<file path="config.mk">
export PLATFORM = sky130hd
export DESIGN_NAME = accu_split
export DESIGN_NICKNAME = d
export VERILOG_FILES = /design/src/rtl/accu_split.sv
export SDC_FILE = /design/constraint.sdc
export NUM_CORES = 1
export LEC_CHECK = 0
export CORE_UTILIZATION = 35
export DETAILED_ROUTE_END_ITERATION = 16
export PLACE_DENSITY_LB_ADDON = 0.08
export SYNTH_ARGS = -nofsm -noshare
export SYNTH_HDL_FRONTEND = slang
export SYNTH_SLANG_ARGS = --single-unit
</file>
<file path="constraint.sdc">
create_clock -name clk -period 2.35 [get_ports clk]
set_input_delay 0.47 -clock clk [delete_from_list [all_inputs] [get_ports clk]]
set_output_delay 0.47 -clock clk [all_outputs]
set_load 0.01 [all_outputs]
</file>
<file path="src/rtl/accu_split.sv">
// Splits one 10-bit accumulated word into eight 8-bit samples whose unsigned sum
// equals the word; valid/ready on both sides, all outputs registered.
`timescale 1ns/1ps
module accu_split (
    input  logic       clk,
    input  logic       rst,
    input  logic [9:0] data_in,
    input  logic       valid_in,
    output logic       ready_in,
    output logic [7:0] data_out,
    output logic       valid_out,
    input  logic       ready_out,
    output logic       last_out,
    output logic       busy
);

    typedef enum logic {IDLE, EMIT} state_t;

    state_t      r_state;
    logic [6:0]  r_q;
    logic [2:0]  r_r;
    logic [2:0]  r_beat;
    logic [7:0]  r_data_out;
    logic        r_valid_out;
    logic        r_last_out;
    logic        r_busy;
    logic        r_ready_in;
    logic [2:0]  w_beat_next;
    logic        w_accept;
    logic        w_beat_done;

    // The remainder r is spread as +1 over the first r beats.
    function automatic logic [7:0] sample_f(input logic [6:0] q, input logic [2:0] r,
                                            input logic [2:0] beat);
        return {1'b0, q} + ((beat < r) ? 8'd1 : 8'd0);
    endfunction

    assign w_beat_next = r_beat + 3'd1;
    assign w_accept    = valid_in && r_ready_in;
    assign w_beat_done = r_valid_out && ready_out;

    always_ff @(posedge clk or posedge rst) begin
        if (rst) begin
            r_state     <= IDLE;
            r_q         <= '0;
            r_r         <= '0;
            r_beat      <= '0;
            r_data_out  <= '0;
            r_valid_out <= 1'b0;
            r_last_out  <= 1'b0;
            r_busy      <= 1'b0;
            r_ready_in  <= 1'b0;
        end else if (r_state == IDLE) begin
            r_valid_out <= 1'b0;
            r_last_out  <= 1'b0;
            r_busy      <= 1'b0;
            r_ready_in  <= 1'b1;
            if (w_accept) begin
                r_q         <= data_in[9:3];
                r_r         <= data_in[2:0];
                r_beat      <= 3'd0;
                r_data_out  <= sample_f(data_in[9:3], data_in[2:0], 3'd0);
                r_valid_out <= 1'b1;
                r_busy      <= 1'b1;
                r_ready_in  <= 1'b0;
                r_state     <= EMIT;
            end
        end else if (w_beat_done) begin
            if (r_last_out) begin
                r_state     <= IDLE;
                r_beat      <= 3'd0;
                r_data_out  <= '0;
                r_valid_out <= 1'b0;
                r_last_out  <= 1'b0;
                r_busy      <= 1'b0;
                r_ready_in  <= 1'b1;
            end else begin
                r_beat     <= w_beat_next;
                r_data_out <= sample_f(r_q, r_r, w_beat_next);
                r_last_out <= (w_beat_next == 3'd7);
            end
        end
    end

    assign ready_in  = r_ready_in;
    assign data_out  = r_data_out;
    assign valid_out = r_valid_out;
    assign last_out  = r_last_out;
    assign busy      = r_busy;

endmodule

</file>
==> key figures <==
Yosys
  – Async SR Flop Fraction: 1.00
  – Synth cell count leaders: 38 x nand2_1, 25 x dfrtp_1, 10 x nand3_1
  – Top-count cell post-synth: nand2_1
  – Synth cell types: 37
  – Avg Synthesized Cell Area: 9.23 um2
  – Synth Instances: about 150
  – Synthesized flop and latch total: 25
  – Area contributors post-synth: dfrtp_1 45%, nand2_1 10%, ha_1 7.3%
  – Top_reg_cell synth: dfrtp_1
  – Mapped Nets: 171
  – Sequential share of the synthesized area: 0.455
  – Ys Warns: 0
  – Largest area contributor in the netlist: dfrtp_1
  – EDFF count, synth: 0
  – Area of the mapped netlist: between 0.001 and 0.0015 mm2
  – Share of the synthesized area in the top cell type: 0.455

Clock tree
  – H-tree depth: 1
  – Root Driver: clkbuf_8
  – Total CTS buffers: 3
  – Clock Latency Late Sink: 0.26 ns
  – CTS Hold Bufs: 0
  – Postcts setup bufs: 0
  – Reg clk slew, reported paths: approximately 0.09 ns
  – Clock buffer depth: 2
  – Sink Count: 25
  – TritonCTS clock tree: built

Pwr
  – Cell internal pwr: 1.42 mW
  – Clock share of power: 0.106
  – Sw Ratio: 0.394
  – Combinational power share: 0.533
  – Peak VDD IR: ~0.69 mV
  – Static Leak: 0.816 nW
  – Sw Pwr: ~0.9 mW
  – Sequential Power Share: 0.361
  – Power per cell area: ~1300 mW/mm2

Setup path
  – Slowest-stage cell, CP: dfrtp_1
  – Crit path launch: r_beat[0]
  – Worst path max stage delay: 0.39 ns
  – Critical R2R Launch: r_beat[0]
  – Critical Path RT: 2.50 ns
  – Crit path depth: 11
  – Crit path kind: reg -> reg
  – Worst Setup End Kind: flop
  – Worst-case reg-to-reg path depth: 11
  – Most frequent CP cell: ha_4
  – Crit-path max FO: 3
  – Startpoint Class: flop
  – WP data arrival: 2.47 ns
  – Top Family by Delay on Critical Path: adder cells
  – Buf/Inv on CP: 2
  – CP Cell Sequence: inv_2, ha_4, inv_2, ha_4, a21o_1, a21oi_2, ha_2, ha_4, nand3_4, xnor2_2, a221o_2

STA
  – Min cycle time layout: 2.32 ns
  – # setup viols final: 0
  – Max-slew violation count: 0
  – RSZ-0062 raised after global routing: true
  – F_max: 0.431 GHz
  – Final Skew: 0.00536 ns
  – Total Neg Setup Slack: 0 ns
  – Worst-margin pin slew: 0.463 ns
  – Fin. Hold Viols: 0
  – Max-slew headroom: 0.692
  – Final worst path period share: 0.986

Die
  – Die height: 64.7 um
  – Die ar.: 0.00418 mm2
  – Die extent in x: between 60 and 70 um
  – Rows: 22
  – Io pins: 26
  – Starting Density: 0.370
  – Core area: 0.00372 mm2

Placed design
  – # port buffers: 25
  – HPWL after detailed placement: 2520 um
  – GPL Wtd Cong: slightly below 0.9

GRT
  – Gr ovfl total: 0
  – Largest net degree at the start of global routing: 26
  – Vias in the first global route: 1155
  – GR Util All Layers: 0.179
  – Initial antenna violation count: 0
  – Global-route wire length before repair: about 5600 um

Route
  – First-iteration detailed-routing DRC count: 35
  – WL per Instance: ~15 um
  – Vias per cell: 4.97
  – DR vias: 1139
  – Antenna-violating nets left: 0
  – DRT Wirelength: 3360 um
  – DRC: 0
  – First-pass iteration count of the detailed router: 4

Layout
  – Area grow syn2layout: 34.5%
  – Final core utilization: 0.498
  – Fin nets: 204
  – Layout cells sized above 1: 0.166
  – Ant diodes: 0

Status
  – Status: complete, no violations

Worst hold path
  – Min-delay src: data_out[2]
  – Worst min-delay path class: reg -> reg
  – Cell depth of the worst hold path: 2

Flow run
  – Max Cap Viol: 0
worst min-delay path, cell delays in order, from the launching register on:
cell	delay [ns]
dfrtp_1	0.35
nand2_1	0.05
nand2_1	0.05
final cells by class:
cell class              instances  area (um2)
inverters                       6        22.5
repair buffers                 33         310
fillers                       378        1870
well taps                      48        60.1
flip-flops and latches         25         626
multi-input cells             113         786
clock buffers                   4        45.0
layer usage:
layer	routed length, um	vias up	track usage
li1	-	567	-
met1	1650	547	0.248
met2	1580	23	0.283
met3	103	2	0.0211
met4	22	0	0.0722
met5	0	-	0
what timing repair did:
| action | 4_1_cts | 5_1_grt |
|---|---|---|
| resized for setup | 5 | 10 |
| endpoints found under the setup margin | 2 | 6 |
| pin swaps | 3 | 11 |
| gates cloned | 0 | 0 |
state kept, by name, indices dropped and copies added, names as in the netlist:
| signal | count |
|---|---|
| busy | 1 |
| r_state | 1 |
| last_out | 1 |
| r_r | 3 |
| r_q | 7 |
| r_beat | 3 |
| ready_in | 1 |
| data_out | 8 |
worst paths after layout:
kind	slack [ns]	to
worst max register to register	0.03	data_out[6]
worst min register to register	0.47	data_out[2]
worst min-delay path	0.47	data_out[2]
max in group asynchronous	1.54	r_q[5]
min in group asynchronous	0.55	data_out[3]
worst max-delay path	0.03	data_out[6]
cells by family after synthesis:
group | Yosys count | synth area share
mux | 1 | 0.00819
flops | 25 | 0.455
buf+inv | 11 | 0.0400
compound gates | 24 | 0.123
simple gates | 71 | 0.244
xor+xnor | 9 | 0.0573
fa+ha+maj | 8 | 0.0728
power groups by stage:
| stage | Clock, mW | Combinational [mW] | Sequential [mW] |
|---|---|---|---|
| 6_report | 0.249 | 1.25 | 0.846 |
| 5_1_grt | 0.275 | 1.41 | 0.883 |
| 4_1_cts | 0.263 | 1.16 | 0.827 |
| 3_5_place_dp | 0 | 1.09 | 0.829 |
| 3_3_place_gp | 0 | 1.08 | 0.822 |
| 2_1_floorplan | 0 | 0.660 | 0.811 |
metrics by stage:
step	worst slack, ns	instance area (um2)	power (mW)	cells	hold WS, ns
2_1_floorplan	0.0326	1380	1.47	149	0.446
3_3_place_gp	-0.0565	1710	1.90	225	0.455
3_5_place_dp	-0.0527	1710	1.92	225	0.462
4_1_cts	0.00104	1780	2.25	229	0.482
5_1_grt	-0.0847	1850	2.57	229	0.495
6_report	0.0325	1850	2.35	229	0.475
layout by cell type (no fill, tap or decap), types with 2 or more instances in the layout:
cell / count
nand2_1: 38
ha_1: 4
o21a_1: 2
inv_1: 4
inv_2: 2
xnor2_1: 2
nand3_1: 9
nor2b_1: 2
clkdlybuf4s50_1: 25
clkbuf_8: 3
nor2_1: 8
dfrtp_1: 25
buf_4: 8
ha_4: 3
o21ai_0: 5
a21oi_1: 4
and3_1: 2
xor2_1: 4
a221oi_1: 2
xnor2_2: 2
or3_1: 3
Power figures use the tool's default switching activity.
